[config.mk]
export PLATFORM = sky130hd
export DESIGN_NAME = bus_copy_initiator_flat
export DESIGN_NICKNAME = d
export VERILOG_FILES = /design/src/rtl/bus_copy_initiator_if.sv /design/src/rtl/bus_copy_initiator.sv /design/src/flat_wrapper.sv
export SDC_FILE = /design/constraint.sdc
export NUM_CORES = 1
export LEC_CHECK = 0
export ABC_AREA = 1
export BUFFER_PORTS_ARGS = -buffer_cell sky130_fd_sc_hd__buf_2
export CORE_UTILIZATION = 55
export CTS_BUF_LIST = sky130_fd_sc_hd__clkbuf_8 sky130_fd_sc_hd__clkbuf_16
export CTS_CLUSTER_DIAMETER = 50
export DETAILED_ROUTE_END_ITERATION = 8
export PLACE_DENSITY = 0.91
export SLEW_MARGIN = 0
export SYNTH_ARGS = -nofsm -noshare
export SYNTH_HDL_FRONTEND = slang
export SYNTH_SLANG_ARGS = --single-unit
[constraint.sdc]
create_clock -name clk -period 2.7 [get_ports clk]
set_input_delay 0.27 -clock clk [delete_from_list [all_inputs] [get_ports clk]]
set_output_delay 0.27 -clock clk [all_outputs]
set_load 0.005 [all_outputs]
[src/rtl/bus_copy_initiator_if.sv]
// Femto peripheral bus definitions and the requester/responder interface
// shared by the copy initiator and its responders.
package bus_copy_pkg;
  localparam int BUS_WIDTH     = 32;
  localparam int BUS_ACC_WIDTH = 2;
  localparam logic [BUS_ACC_WIDTH-1:0] BUS_ACC_1B = 2'd0;
  localparam logic [BUS_ACC_WIDTH-1:0] BUS_ACC_2B = 2'd1;
  localparam logic [BUS_ACC_WIDTH-1:0] BUS_ACC_4B = 2'd2;
endpackage

interface bus_copy_initiator_if #(
  parameter int AW = 32
);
  import bus_copy_pkg::*;

  logic [AW-1:0]            addr;
  logic                     w_rb;
  logic [BUS_ACC_WIDTH-1:0] acc;
  logic [BUS_WIDTH-1:0]     wdata;
  logic                     req;
  logic [BUS_WIDTH-1:0]     rdata;
  logic                     resp;
  logic                     fault;

  modport master (
    output addr, w_rb, acc, wdata, req,
    input  rdata, resp, fault
  );

  modport slave (
    input  addr, w_rb, acc, wdata, req,
    output rdata, resp, fault
  );
endinterface

[src/rtl/bus_copy_initiator.sv]
// Autonomous element-by-element block copy engine on the femto bus:
// read one element from src, write it to dst, repeat until len is spent.
module bus_copy_initiator
  import bus_copy_pkg::*;
#(
  parameter int AW      = 32,
  parameter int LW      = 16,
  parameter int TIMEOUT = 255
) (
  input  logic                     clk,
  input  logic                     rst,
  input  logic                     start,
  input  logic [AW-1:0]            src,
  input  logic [AW-1:0]            dst,
  input  logic [LW-1:0]            len,
  input  logic [BUS_ACC_WIDTH-1:0] size,
  output logic                     busy,
  output logic                     done,
  output logic                     err,
  output logic [1:0]               err_code,
  bus_copy_initiator_if.master     bus
);

  localparam int CW = (TIMEOUT < 2) ? 1 : $clog2(TIMEOUT);

  typedef enum logic [2:0] {
    S_IDLE,
    S_RD_REQ,
    S_RD_WAIT,
    S_WR_REQ,
    S_WR_WAIT,
    S_FIN
  } state_t;

  state_t                   r_state, w_state_n;
  logic [AW-1:0]            r_src, r_dst;
  logic [LW-1:0]            r_rem;
  logic [BUS_ACC_WIDTH-1:0] r_size;
  logic [BUS_WIDTH-1:0]     r_data;
  logic [CW-1:0]            r_cnt;
  logic [1:0]               r_code, w_code_n;

  logic [2:0] w_in_b, w_b;
  logic [1:0] w_in_m;
  logic       w_bad, w_to;

  function automatic logic [2:0] elem_bytes(
    input logic [BUS_ACC_WIDTH-1:0] sz
  );
    logic [2:0] b;
    unique case (sz)
      BUS_ACC_1B: b = 3'd1;
      BUS_ACC_2B: b = 3'd2;
      BUS_ACC_4B: b = 3'd4;
      default:    b = 3'd0;
    endcase
    return b;
  endfunction

  // Low-bit mask of the element size: 1B->00, 2B->01, 4B->11.
  assign w_in_b = elem_bytes(size);
  assign w_in_m = w_in_b[1:0] - 2'd1;
  assign w_bad  = (w_in_b == 3'd0) ||
                  (|((len[1:0] | src[1:0] | dst[1:0]) & w_in_m));
  assign w_b    = elem_bytes(r_size);
  assign w_to   = (r_cnt == CW'(TIMEOUT - 1));

  always_comb begin
    w_state_n = r_state;
    w_code_n  = r_code;
    unique case (r_state)
      S_IDLE: begin
        if (start) begin
          w_code_n = 2'd0;
          if (w_bad) begin
            w_state_n = S_FIN;
            w_code_n  = 2'd3;
          end else if (len == '0) begin
            w_state_n = S_FIN;
          end else begin
            w_state_n = S_RD_REQ;
          end
        end
      end
      S_RD_REQ, S_WR_REQ: begin
        if (bus.fault) begin
          w_state_n = S_FIN;
          w_code_n  = 2'd1;
        end else if (r_state == S_RD_REQ) begin
          w_state_n = S_RD_WAIT;
        end else begin
          w_state_n = S_WR_WAIT;
        end
      end
      S_RD_WAIT: begin
        if (bus.resp) begin
          w_state_n = S_WR_REQ;
        end else if (w_to) begin
          w_state_n = S_FIN;
          w_code_n  = 2'd2;
        end
      end
      S_WR_WAIT: begin
        if (bus.resp) begin
          if (r_rem == LW'(w_b)) w_state_n = S_FIN;
          else                   w_state_n = S_RD_REQ;
        end else if (w_to) begin
          w_state_n = S_FIN;
          w_code_n  = 2'd2;
        end
      end
      S_FIN:   w_state_n = S_IDLE;
      default: w_state_n = S_IDLE;
    endcase
  end

  always_ff @(posedge clk) begin
    if (rst) begin
      r_state <= S_IDLE;
      r_src   <= '0;
      r_dst   <= '0;
      r_rem   <= '0;
      r_size  <= BUS_ACC_1B;
      r_data  <= '0;
      r_cnt   <= '0;
      r_code  <= 2'd0;
    end else begin
      r_state <= w_state_n;
      r_code  <= w_code_n;
      if (r_state == S_IDLE && start) begin
        r_src  <= src;
        r_dst  <= dst;
        r_rem  <= len;
        r_size <= size;
      end
      if (r_state == S_RD_WAIT && bus.resp) begin
        r_data <= bus.rdata;
      end
      if (r_state == S_WR_WAIT && bus.resp) begin
        r_src <= r_src + AW'(w_b);
        r_dst <= r_dst + AW'(w_b);
        r_rem <= r_rem - LW'(w_b);
      end
      // Wait counter restarts whenever the state changes.
      if (w_state_n != r_state) begin
        r_cnt <= '0;
      end else if (r_state == S_RD_WAIT || r_state == S_WR_WAIT) begin
        r_cnt <= r_cnt + 1'b1;
      end
    end
  end

  assign busy     = (r_state != S_IDLE) && (r_state != S_FIN);
  assign done     = (r_state == S_FIN) && (r_code == 2'd0);
  assign err      = (r_state == S_FIN) && (r_code != 2'd0);
  assign err_code = r_code;

  assign bus.req   = (r_state == S_RD_REQ) || (r_state == S_WR_REQ);
  assign bus.w_rb  = (r_state == S_WR_REQ) || (r_state == S_WR_WAIT);
  assign bus.addr  = bus.w_rb ? r_dst : r_src;
  assign bus.acc   = r_size;
  assign bus.wdata = r_data;

endmodule

[src/flat_wrapper.sv]
// flat-port wrapper written by rule: the top's interface ports become plain ports
module bus_copy_initiator_flat import bus_copy_pkg::*;
#(
  parameter int AW      = 32,
  parameter int LW      = 16,
  parameter int TIMEOUT = 255
)
  (clk, rst, start, src, dst, len, size, busy, done, err, err_code, bus_addr, bus_w_rb, bus_acc, bus_wdata, bus_req, bus_rdata, bus_resp, bus_fault);
  bus_copy_initiator_if #(.AW(AW)) bus_i ();
  input  logic clk;
  input  logic rst;
  input  logic start;
  input  logic [AW-1:0] src;
  input  logic [AW-1:0] dst;
  input  logic [LW-1:0] len;
  input  logic [BUS_ACC_WIDTH-1:0] size;
  output logic busy;
  output logic done;
  output logic err;
  output logic [1:0] err_code;
  output wire logic [$bits(bus_i.addr)-1:0] bus_addr;
  output wire logic [$bits(bus_i.w_rb)-1:0] bus_w_rb;
  output wire logic [$bits(bus_i.acc)-1:0] bus_acc;
  output wire logic [$bits(bus_i.wdata)-1:0] bus_wdata;
  output wire logic [$bits(bus_i.req)-1:0] bus_req;
  input wire logic [$bits(bus_i.rdata)-1:0] bus_rdata;
  input wire logic [$bits(bus_i.resp)-1:0] bus_resp;
  input wire logic [$bits(bus_i.fault)-1:0] bus_fault;
  assign bus_addr = bus_i.addr;
  assign bus_w_rb = bus_i.w_rb;
  assign bus_acc = bus_i.acc;
  assign bus_wdata = bus_i.wdata;
  assign bus_req = bus_i.req;
  assign bus_i.rdata = bus_rdata;
  assign bus_i.resp = bus_resp;
  assign bus_i.fault = bus_fault;
  bus_copy_initiator #(.AW(AW), .LW(LW), .TIMEOUT(TIMEOUT)) u_core (.clk(clk), .rst(rst), .start(start), .src(src), .dst(dst), .len(len), .size(size), .busy(busy), .done(done), .err(err), .err_code(err_code), .bus(bus_i));
endmodule
======== Yosys cells after proc, flatten, opt, wreduce, memory -nomap -nowiden ========
Index checks and enable logic that the tools add are counted.
cells by class
  add/subtract/negate cells ............... 5
  $mul .................................... 0
  div/mod/pow operators ................... 0
  order comparisons ....................... 0
  eq/ne operators ......................... 17
  shift-type cells ........................ 0
  mux-type cells .......................... 25
  bitwise operators ....................... 3
  reduce and logical (&&, ||, !) cells .... 25
operators by type and width
  kind                                                              count
  32-bit two-way mux                                                5
  32-bit by 3-bit adder with 32-bit output                          2
  16-bit two-way mux                                                2
  3-bit two-way mux                                                 9
  3-bit case mux with 3 select lines                                2
  16-bit by 3-bit == test with 1-bit output                         1
  16-bit logical NOT                                                1
  16-bit by 3-bit subtractor with 16-bit output                     1
  3-bit case mux with 4 select lines                                1
  2-bit two-way mux                                                 5
  8-bit by 1-bit adder with 8-bit output (second input constant)    1
  8-bit == test (second input constant)                             1
  2-bit OR reduction                                                4
  3-bit by 2-bit == test with 1-bit output (second input constant)  2
  3-bit == test (second input constant)                             2
  1-bit logical AND                                                 6
  2-bit logical NOT                                                 3
  3-bit logical NOT                                                 2
  2-bit inequality test (second input constant)                     3
  2-bit case mux with 3 select lines                                1
  3-bit nonzero test                                                2
  5-bit AND reduction                                               1
  2-bit by 1-bit == test with 1-bit output (second input constant)  2
  2-bit == test (second input constant)                             2
  other kinds (9)                                                   14
word-level totals
  register bits after elaboration ......... 127
  latch bits .............................. 0
  RAM bits ................................ 0
  ROM bits ................................ 0
  input port bits ......................... 119
  output and inout port bits .............. 73
  word-level logic and storage cells ...... 83
  memories kept ........................... 0

======== Longest topological paths before layout ========
Gate-level depths: netlist (run 1).
  depth in word-level cells ............... 11
  gate-level depth with buffers ........... 14
  depth with buffers taken out ............ 14

======== Worst setup path before layout (run 1) ========
No wires, ideal clock.
  path type ............................... register -> register
  from .................................... reg u_core.r_size[0], in the netlist u_core.bus.acc[0]
  to ...................................... reg u_core.r_rem[10]
  setup time .............................. 0.132 ns
  data arrival time ....................... 2.056 ns
  required time ........................... 2.568 ns
  slack ................................... 0.512 ns
  stages on the path, launching flop included .. 13
  buffers on the path ..................... 0
  clock period less this slack ............ 2.188 ns
  cell sequence ........................... dfxtp_1 inv_1 nor2_1 inv_1 fa_1 inv_1 o21ai_0 nor2_1 nand2_1 nor2_1 nand3_1 nand3_1 a21oi_1
on the way
  word-level cells in the longest chain between the ends .. 4
  elaborated cells on any way between the ends .. 6
  those cells by class .................... add/sub (1); eq/ne (2); mux (2); reduce/logical (1)
RTL lines
  item                                             RTL line                   RTL
  start, declared                                  bus_copy_initiator.sv:38   logic [BUS_ACC_WIDTH-1:0] r_size;
  start signal, assigned                           bus_copy_initiator.sv:134  r_size <= size;
  2-bit == test, or another cell as far along      bus_copy_initiator.sv:51   unique case (sz)
  3-bit case mux with 3 select lines *             bus_copy_initiator.sv:51
  16-bit by 3-bit subtractor with 16-bit output *  bus_copy_initiator.sv:142  r_rem <= r_rem - LW'(w_b);
  16-bit two-way mux *                             bus_copy_initiator.sv:139  if (r_state == S_WR_WAIT && bus.resp) begin
  end signal, assigned                             bus_copy_initiator.sv:133  r_rem <= len;
  end signal, assigned                             bus_copy_initiator.sv:142
  end, declared                                    bus_copy_initiator.sv:37   logic [LW-1:0] r_rem;
Every way passes the cells marked *; elsewhere a longest branch is shown, timed or not.
A chain may end at the register's enable or synchronous reset.

======== Worst setup path after layout (run 1) ========
  from .................................... reg u_core.r_size[1], in the netlist u_core.bus.acc[1]
  to ...................................... reg u_core.r_rem[10]
Same word-level chain as after synthesis.

==> results of run 1 <==
flip-flops by register name, indices dropped and copies added (netlist names):
register / flops
u_core.r_src: 32
u_core.bus.acc: 2
u_core.r_cnt: 8
u_core.r_state: 3
u_core.r_dst: 32
u_core.r_rem: 16
u_core.bus.wdata: 32
u_core.err_code: 2
Yosys cell counts (all sizes together), types with 10 or more instances:
| master | count |
|---|---|
| nand2 | 412 |
| nor2 | 235 |
| dfxtp | 127 |
| inv | 127 |
| nand3 | 109 |
| o21ai | 91 |
| a21oi | 75 |
| buf | 33 |
| o21a | 25 |
| clkbuf | 23 |
| a31oi | 14 |
| nand4 | 13 |
| ha | 11 |
| nor3 | 11 |
| xor2 | 11 |
| o211ai | 10 |
cell families after synthesis:
kind of cell	Yosys count
xor gates and xnor gates	15
AOI/OAI and AO/OA	231
buffers and inverters	183
DFF	127
adders and majority gates	14
muxes	4
and+or+nand+nor	792
area by class of cell:
type	count	area share, %
inverter	127	4.80
multi-input combinational	1056	49.7
timing repair buffer	207	11.3
clock buffer	17	4.28
tap	184	2.32
clock inverter	15	1.92
antenna	1	0.0252
sequential	127	25.6
critical path: cells and delay by family, from the launching register on:
kind / cells / cell delay [ns]
DFF: 1 / 0.34
AOI/OAI and AO/OA: 2 / 0.22
and+or+nand+nor: 6 / 0.95
adders and majority gates: 2 / 0.65
buffers and inverters: 2 / 0.14
power by group:
| part | switching (µW) | leakage (µW) | internal (µW) |
|---|---|---|---|
| clock | 1070 | 0.000296 | 1260 |
| sequential | 233 | 0.00104 | 2060 |
| combinational | 1030 | 0.00297 | 623 |
per-layer routing:
layer	vias to the layer above	GRT usage (%)	wire, µm
li1	4747	-	-
met1	4420	42.6	10400
met2	648	57.5	12400
met3	88	7.60	2730
met4	0	16.2	902
met5	-	0	0
stage by stage:
step                      utilization, %  power [µW]  hold WS (ns)  setup WS (ns)
final                               68.3        6280        0.0595          0.257
after global routing                68.3        6610        0.0573         0.0323
after CTS                           68.3        6240        0.0532          0.171
after detailed placement            64.0        3910         0.473          0.334
after global placement              64.0        3860         0.468          0.482
after floorplan                        -        3350         0.405          0.512
how the worst max path moves through the flow:
stage	slack, ns	endpoint
6_report	0.26	u_core.r_rem[10]
5_1_grt	0.03	u_core.r_rem[10]
4_1_cts	0.17	bus_addr[21]
3_5_place_dp	0.33	u_core.r_rem[10]
3_3_place_gp	0.48	u_core.r_rem[10]
2_1_floorplan	0.51	u_core.r_rem[10]
cell usage in the layout (no fill, tap or decap), types with 2 or more instances in the layout:
cell         n
a31oi_1     14
clkinv_8     6
o21a_1      25
nand4_1     13
buf_12       4
nor2_4       2
nor2_2       3
o21ai_1      2
nor3_1      11
inv_6        2
buf_2      191
inv_1      122
or2_2        2
inv_2        5
nand2_1    406
mux2_2       4
fa_1         3
a221oi_1     2
inv_8        6
xnor2_1      4
buf_4       12
ha_1        11
o31ai_1      2
a21oi_1     74
nand3_1    108
o21bai_1     5
o211ai_1    10
nand2_2      5
clkbuf_16   17
o21ai_0     89
nand3b_1     8
nor2_1     230
xor2_1      11
dfxtp_1    127
==> results_dict.tcl, run 1 <==
set metrics [dict create \
    cts.repair.resized 0 \
    drt_iter0_markers 993 \
    ratio_of_cells_with_drive_above_1_in_the_final_layout_pct 17.0 \
    leakage_uw 0.00431 \
    post_synth.cell_area_avg_um2 6.01 \
    overflow_left_after_global_routing 0 \
    final.setup.tns_ns 0 \
    hpwlAfterDp_um 18600 \
    instances_no_fill 1734 \
    worst-r2r-setup-slack_ns 0.26 \
    grt_util_all_layers_pct 34.7 \
    slew_headroom_pct 29.0 \
    ant_nets 0 \
    yosys.area_share.simple_pct 39.5 \
    netlist_top_cells_area "dfxtp_1 (31%), nand2_1 (19%), nor2_1 (11%)" \
    wire_length_of_the_first_global_routing_pass_um 41300 \
    number_of_antenna_violations_at_the_first_check_in_global_routing 1 \
    std_cell_rows 44 \
    layout_min_cycle_time_ns 2.44 \
    grt_start_max_net_pins 71 \
    reg_to_reg_endpoint "u_core.r_rem[10]" \
    synth_enable_flop_cells 0 \
    hp-start "bus_rdata[11]" \
    max_cap_violations 0 \
    synth.cell_area_um2 8200 \
    place_congestion 1.03 \
    worst_hold_path.num_cells 3 \
    drtPass1Iterations 8 \
    postSynth.asyncResetShare_pct 0 \
    synth.largest_area_cell "dfxtp_1" \
    area_of_the_placeable_core_um2 14500 \
    numClockSinks 127 \
    clock_path_buffers 2 \
    num_vias 9903 \
    clock_insertion_delay_worst_skew_ns 0.43 \
    synth_fa_ha_area_share_pct 2.41 \
    main_combinational_cell_family_by_area_after_synthesis "simple AND/OR/NAND/NOR gates" \
    cts_hold_buf 0 \
    synth-seq-area-share_pct 31.0 \
    grt_setup_unrepaired "false" \
    setup.worst_path.end_class "flop" \
    synth.ff_latch_count 127 \
    num-fill-cells 1248 \
    cts_setup_buffers 0 \
    io-pin-count 192 \
    dieWidth_um 124 \
    initial_core_util_pct 56.4 \
    part_of_the_cycle_the_worst_path_needs_pct 90.5 \
    critical_path.cell_chain "nor2_1, ha_1, inv_1, fa_1, inv_1, o21ai_0, nor2_1, nand2_1, nor2_1, nand3_1, nand3_1, a21oi_1" \
    holdPathEnd "u_core.bus.wdata[11]" \
    route.final.wire_length_um 26400 \
    final.setup_skew_ns 0.00848 \
    cts.clk_slew.worst_paths_ns 0.07 \
    post_synth_inst_count 1366 \
    dpl_cell_area_um2 9310 \
    post_synth_xor_area_fraction_pct 1.60 \
    post_synth_num_cell_types 43 \
    tritoncts_clock_tree "done" \
    final_cell_area_um2 9930 \
    tightestPinTransition_ns 1.06 \
    avgViaCountPerCell 5.71 \
    seq_area_um2 2540 \
    postSynth.topFlopCell "dfxtp_1" \
    die_area_um2 15400 \
    worst_setup_sp_type "flop" \
    setup_viol 0 \
    placed_cells 1701 \
    clk_root_buffer_cell "clkbuf_16" \
    drc_errors 0 \
    r2r_cells 12 \
    power_density_over_cell_area_nw_per_um2 632 \
    fin_nets 1669 \
    critPathMaxFanout 5 \
    max_freq_mhz 409 \
    critical_path_arrival_ns 2.73 \
    cts_buffers 17 \
    area_used_by_multi_input_combinational_logic_um2 4940 \
    synth.area.mux_share_pct 0.549 \
    placement.io_buffers 191 \
    outcome "finished clean" \
    die_y_um 124 \
    crit_start "u_core.bus.acc[1]" \
    first_global_vias 8758 \
    synth-warning-count 0 \
    cts_htree_levels 4 \
    critical_path.slowest_cell "fa_1" \
    critical_path.max_stage_delay_ns 0.42 \
    report.final.hold_viol_count 0 \
    synth_compound_gate_area_share_pct 16.0 \
    wire_per_inst_um 15.2 \
    hold_path_class "in -> reg" \
    path_class "reg -> reg" \
    netlist.area_leader.share_pct 31.0 \
    critPathRequiredTime_ns 2.98 \
    postSynthNetCount 1499 \
    worstReg2RegStart "u_core.bus.acc[1]" \
    layout-area-overhead-vs-synth_pct 21.1 \
    maximum_resistive_drop_on_vdd_uv 472 \
    maxSlewViolCount 0 \
    crit_path_frequent_cell "nor2_1" \
]
(Power assumes the default switching activity.)
==> run 2: changes to the inputs <==
--- a/config.mk
+++ b/config.mk
@@ -6,11 +6,11 @@
 export NUM_CORES = 1
 export LEC_CHECK = 0
 export ABC_AREA = 1
-export BUFFER_PORTS_ARGS = -buffer_cell sky130_fd_sc_hd__buf_2
-export CORE_UTILIZATION = 55
+export CORE_UTILIZATION = 65
 export CTS_BUF_LIST = sky130_fd_sc_hd__clkbuf_8 sky130_fd_sc_hd__clkbuf_16
 export CTS_CLUSTER_DIAMETER = 50
 export DETAILED_ROUTE_END_ITERATION = 8
+export DONT_BUFFER_PORTS = 1
 export PLACE_DENSITY = 0.91
 export SLEW_MARGIN = 0
 export SYNTH_ARGS = -nofsm -noshare
==> results_dict.tcl, run 2 (synthesis results as in run 1) <==
set metrics [dict create \
    crit_path_setup_slack_layout_ns 0.153 \
    wire_per_inst_um 17.0 \
    critical_path.cell_chain "inv_2, nand3_1, nand2_2, buf_4, o21ai_0" \
    layout_min_cycle_time_ns 2.55 \
    instances_no_fill 1558 \
    cts_htree_levels 4 \
    num_vias 9252 \
    first_global_vias 8539 \
    maxSlewViolCount 0 \
    die_y_um 114 \
    timing.hold.ws_ns 0.00992 \
    num-fill-cells 989 \
    critical_path.top_delay_family "simple AND/OR/NAND/NOR gates" \
    final.setup.tns_ns 0 \
    seq_power_share_pct 37.9 \
    layout_commonest_cell "nand2_1" \
    setup_viol 0 \
    area_of_the_placeable_core_um2 12200 \
    layout.cells.most_common_list "nand2_1 (406), nor2_1 (229), dfxtp_1 (127)" \
    clock_path_buffers 2 \
    placement.io_buffers 0 \
    report.final.hold_viol_count 0 \
    clock_insertion_delay_worst_skew_ns 0.43 \
    numClockSinks 127 \
    fin_nets 1510 \
    slew_headroom_pct 44.9 \
    critical_path.max_stage_delay_ns 0.45 \
    worst_setup_sp_type "flop" \
    drtPass1Iterations 6 \
    hold_path_class "in -> reg" \
    hp-start "len[1]" \
    grt_util_all_layers_pct 40.7 \
    initial_core_util_pct 67.4 \
    outcome "finished clean" \
    critPathRequiredTime_ns 2.43 \
    tritoncts_clock_tree "done" \
    final.setup_skew_ns 0.00643 \
    part_of_the_cycle_the_worst_path_needs_pct 94.3 \
    switchingPower_uw 2180 \
    setup.worst_path.end_class "primary output" \
    cp_buf_inv_count 2 \
    grt_setup_unrepaired "false" \
    clk_root_buffer_cell "clkbuf_16" \
    switching_share_pct 35.7 \
    groute.layer.met3.usage_pct 10.6 \
    maximum_resistive_drop_on_vdd_uv 539 \
    avgViaCountPerCell 5.94 \
    crit_start "u_core.r_state[2]" \
    clock_network_fraction_of_total_power_pct 37.6 \
    critical_path_arrival_ns 2.28 \
    power_density_over_cell_area_nw_per_um2 660 \
    worstReg2RegStart "u_core.bus.acc[1]" \
    r2r_cells 12 \
    layout-area-overhead-vs-synth_pct 12.5 \
    cts_setup_buffers 0 \
    critPathMaxFanout 32 \
    route.final.wire_length_um 26400 \
    std_cell_rows 40 \
    ant_nets 0 \
    wire_length_of_the_first_global_routing_pass_um 41500 \
    dieWidth_um 114 \
    place_congestion 0.956 \
    path_class "reg -> out" \
    grt_most_used_layer "met2" \
    number_of_antenna_violations_at_the_first_check_in_global_routing 0 \
    p_int_uw 3920 \
    cts_buffers 17 \
    worst-path-stages 5 \
    preCtsSetupSlack_ns 0.324 \
    die_area_um2 13100 \
    leakage_uw 0.00358 \
    ratio_of_cells_with_drive_above_1_in_the_final_layout_pct 5.18 \
    grt_util_met2_pct 70.8 \
    number_of_antenna_repair_diodes 0 \
    overflow_left_after_global_routing 0 \
    placed_cells 1493 \
    io-pin-count 192 \
    drc_errors 0 \
    grt_start_max_net_pins 71 \
    max_freq_mhz 393 \
    cts.clk_slew.worst_paths_ns 0.06 \
    worst_hold_path.num_cells 2 \
    max_cap_violations 0 \
    drt_iter0_markers 805 \
    power.share.combinational_pct 24.6 \
    met1_usage_pct 47.6 \
    hpwlAfterDp_um 17900 \
    critical_path.slowest_cell "dfxtp_1" \
    tightestPinTransition_ns 0.825 \
]
## run 2: cell count changes in the layout (fill, tap and decap cells not counted), sizes merged
cell / before / now
dlygate4sd3: 0 / 32
buf: 207 / 16
bufinv: 0 / 1
clkinv: 6 / 4
clkbuf: 17 / 19
diode: 1 / 0
inv: 135 / 134
## run 2: path summary, 6_finish.rpt
kind / endpoint / slack [ns]
worst max-delay path: bus_addr[18] / 0.15
worst min-delay path: u_core.r_rem[1] / 0.01
worst max register to register: u_core.r_rem[10] / 0.25
worst min register to register: u_core.r_rem[15] / 0.49
## run 2: final cells by class
cell class	instances	area, µm²	area share (%)
Clock buffer	19	453	4.91
Clock inverter	13	129	1.40
Inverter	127	477	5.16
Multi-Input combinational cell	1056	4930	53.5
Sequential cell	127	2540	27.5
Tap cell	168	210	2.28
Timing Repair Buffer	48	485	5.26
## run 2: timing repair
item	CTS	global route
hold endpoints to repair	102	0
gates resized for setup	0	1
setup endpoints to repair	0	2
hold buffers	33	0
## run 2: layer usage
metal  vias up  part of all wire [%]
met5         -                     0
met4         0                   3.8
met3        85                    10
met2       528                    47
met1      4209                    39
li1       4430                     -
## run 2: power groups by stage
stage	combinational, µW	clock, µW	sequential [µW]
after floorplan	1100	0	2250
after global placement	1340	0	2330
after detailed placement	1380	0	2330
after CTS	1460	2280	2290
after global routing	1660	2380	2330
final	1500	2290	2310
## run 2: metrics by stage
step | utilization, % | area, µm² | power, µW
6_report | 75.9 | 9230 | 6090
5_1_grt | 75.9 | 9230 | 6370
4_1_cts | 75.9 | 9230 | 6030
3_5_place_dp | 68.2 | 8300 | 3710
3_3_place_gp | 68.2 | 8300 | 3670
2_1_floorplan | - | 8200 | 3350
==> run 3: changes to the inputs <==
--- a/config.mk
+++ b/config.mk
@@ -12,6 +12,7 @@
 export DETAILED_ROUTE_END_ITERATION = 8
 export DONT_BUFFER_PORTS = 1
 export PLACE_DENSITY = 0.91
+export REMOVE_ABC_BUFFERS = 1
 export SLEW_MARGIN = 0
 export SYNTH_ARGS = -nofsm -noshare
 export SYNTH_HDL_FRONTEND = slang
==> results_dict.tcl, run 3 (synthesis results as in run 1) <==
set metrics [dict create \
    placement.io_buffers 0 \
    maxSlewViolCount 0 \
    critical_path.cell_chain "nor2_4, nand2_1, nand2_2, buf_12, o21ai_0" \
    setup.worst_path.end_class "primary output" \
    wire_per_inst_um 17.5 \
    route.final.wire_length_um 27200 \
    avgViaCountPerCell 6.08 \
    preCtsSetupSlack_ns 0.355 \
    critical_path.max_stage_delay_ns 0.52 \
    grt_setup_unrepaired "false" \
    place_congestion 1.01 \
    outcome "finished clean" \
    worst_setup_sp_type "flop" \
    layout_min_cycle_time_ns 2.56 \
    part_of_the_cycle_the_worst_path_needs_pct 94.7 \
    num-fill-cells 951 \
    overflow_left_after_global_routing 0 \
    crit_path_setup_slack_layout_ns 0.144 \
    slew_headroom_pct 35.1 \
    worst_hold_path.num_cells 2 \
    power_density_over_cell_area_nw_per_um2 650 \
    path_class "reg -> out" \
    numClockSinks 127 \
    setup_viol 0 \
    holdPathEnd "u_core.bus.wdata[8]" \
    drc_errors 0 \
    cts.clk_slew.worst_paths_ns 0.06 \
    die_y_um 114 \
    max_cap_violations 0 \
    grt_util_all_layers_pct 41.9 \
    drt_iter0_markers 943 \
    cts_setup_buffers 0 \
    critical_path.slowest_cell "dfxtp_1" \
    std_cell_rows 40 \
    final.setup.tns_ns 0 \
    report.final.hold_viol_count 0 \
    critical_path_arrival_ns 2.29 \
    max_freq_mhz 391 \
    cts_buffers 17 \
    tightestPinTransition_ns 0.972 \
    dieWidth_um 114 \
    hpwlAfterDp_um 18100 \
    maximum_resistive_drop_on_vdd_uv 597 \
    critPathMaxFanout 31 \
    crit_start "u_core.r_state[0]" \
    critPathRequiredTime_ns 2.43 \
    worst-r2r-setup-slack_ns 0.23 \
    ant_nets 0 \
    die_area_um2 13100 \
    worstReg2RegStart "u_core.bus.acc[1]" \
    clock_path_buffers 2 \
    clk_root_buffer_cell "clkbuf_16" \
    drtPass1Iterations 6 \
    grt_start_max_net_pins 71 \
    tritoncts_clock_tree "done" \
    final.setup_skew_ns 0.0101 \
    clock_insertion_delay_worst_skew_ns 0.44 \
    area_of_the_placeable_core_um2 12200 \
    first_global_vias 8921 \
    hp-start "bus_rdata[8]" \
    io-pin-count 192 \
    hold_path_class "in -> reg" \
    fin_nets 1510 \
    initial_core_util_pct 67.4 \
    critical_path.top_delay_family "simple AND/OR/NAND/NOR gates" \
    wire_length_of_the_first_global_routing_pass_um 42500 \
    cts_htree_levels 4 \
    layout-area-overhead-vs-synth_pct 12.1 \
    leakage_uw 0.00356 \
    num_vias 9482 \
    number_of_antenna_violations_at_the_first_check_in_global_routing 1 \
    layout_commonest_cell "nand2_1" \
    ratio_of_cells_with_drive_above_1_in_the_final_layout_pct 5.18 \
    worst-path-stages 5 \
    r2r_cells 12 \
    reg_to_reg_endpoint "u_core.r_rem[10]" \
    layout.cells.most_common_list "nand2_1 (406), nor2_1 (230), dfxtp_1 (127)" \
    cp_buf_inv_count 1 \
]
==> run 3: cell types whose count changed in the layout (fill, tap and decap cells not counted), sizes merged <==
cell         previous run  this run
bufinv                  1         0
diode                   0         1
clkinv                  4         7
buf                    16        18
clkbuf                 19        17
dlygate4sd3            32        30
clkinvlp                1         2
inv                   134       133
==> run 3: area by class of cell <==
cell class | count | area, µm² | share of cell area, %
multi-input combinational | 1056 | 4930 | 53.6
antenna | 1 | 2.50 | 0.0272
clock inverter | 15 | 115 | 1.25
tap | 168 | 210 | 2.29
sequential | 127 | 2540 | 27.6
inverter | 127 | 477 | 5.18
clock buffer | 17 | 425 | 4.63
timing repair buffer | 48 | 493 | 5.36
==> run 3: power breakdown <==
| part | total (µW) | internal (µW) | leakage (µW) | switching (µW) |
|---|---|---|---|---|
| Clock | 2130 | 1180 | 0.000267 | 951 |
| Sequential | 2310 | 2060 | 0.00104 | 253 |
| Combinational | 1530 | 533 | 0.00226 | 997 |
==> run 3: routing by layer <==
| layer | GRT usage (%) | up-vias | routed length [µm] |
|---|---|---|---|
| met5 | 0 | - | 0 |
| met4 | 25.5 | 0 | 1500 |
| met3 | 13.4 | 135 | 3070 |
| met2 | 68.6 | 646 | 12500 |
| met1 | 47.8 | 4270 | 10200 |
| li1 | - | 4431 | - |
==> run 3: stage by stage <==
step                cell area [µm²]  util [%]  std cells  hold slack (ns)  power, µW
floorplan                      7940         -       1310            0.339       3270
global placement               8330      68.5       1495            0.349       3690
detailed placement             8330      68.5       1495            0.352       3730
CTS                            9200      75.6       1558        0.0000664       5880
global route                   9200      75.6       1558          0.00305       6230
finish                         9200      75.6       1559         0.000603       5970
==> run 3: timing repair <==
action                                  in CTS  in global routing
hold endpoints to repair                   100                  0
resized for setup                            0                  0
hold buffers                                31                  0
endpoints found under the setup margin       0                  0
==> run 3: worst max path at each step <==
stage	endpoint	slack, ns
2_1_floorplan	u_core.r_dst[15]	0.23
6_report	bus_addr[15]	0.14
4_1_cts	bus_addr[15]	0.21
5_1_grt	bus_addr[15]	0.02
3_3_place_gp	u_core.r_rem[10]	0.44
3_5_place_dp	u_core.r_rem[10]	0.36
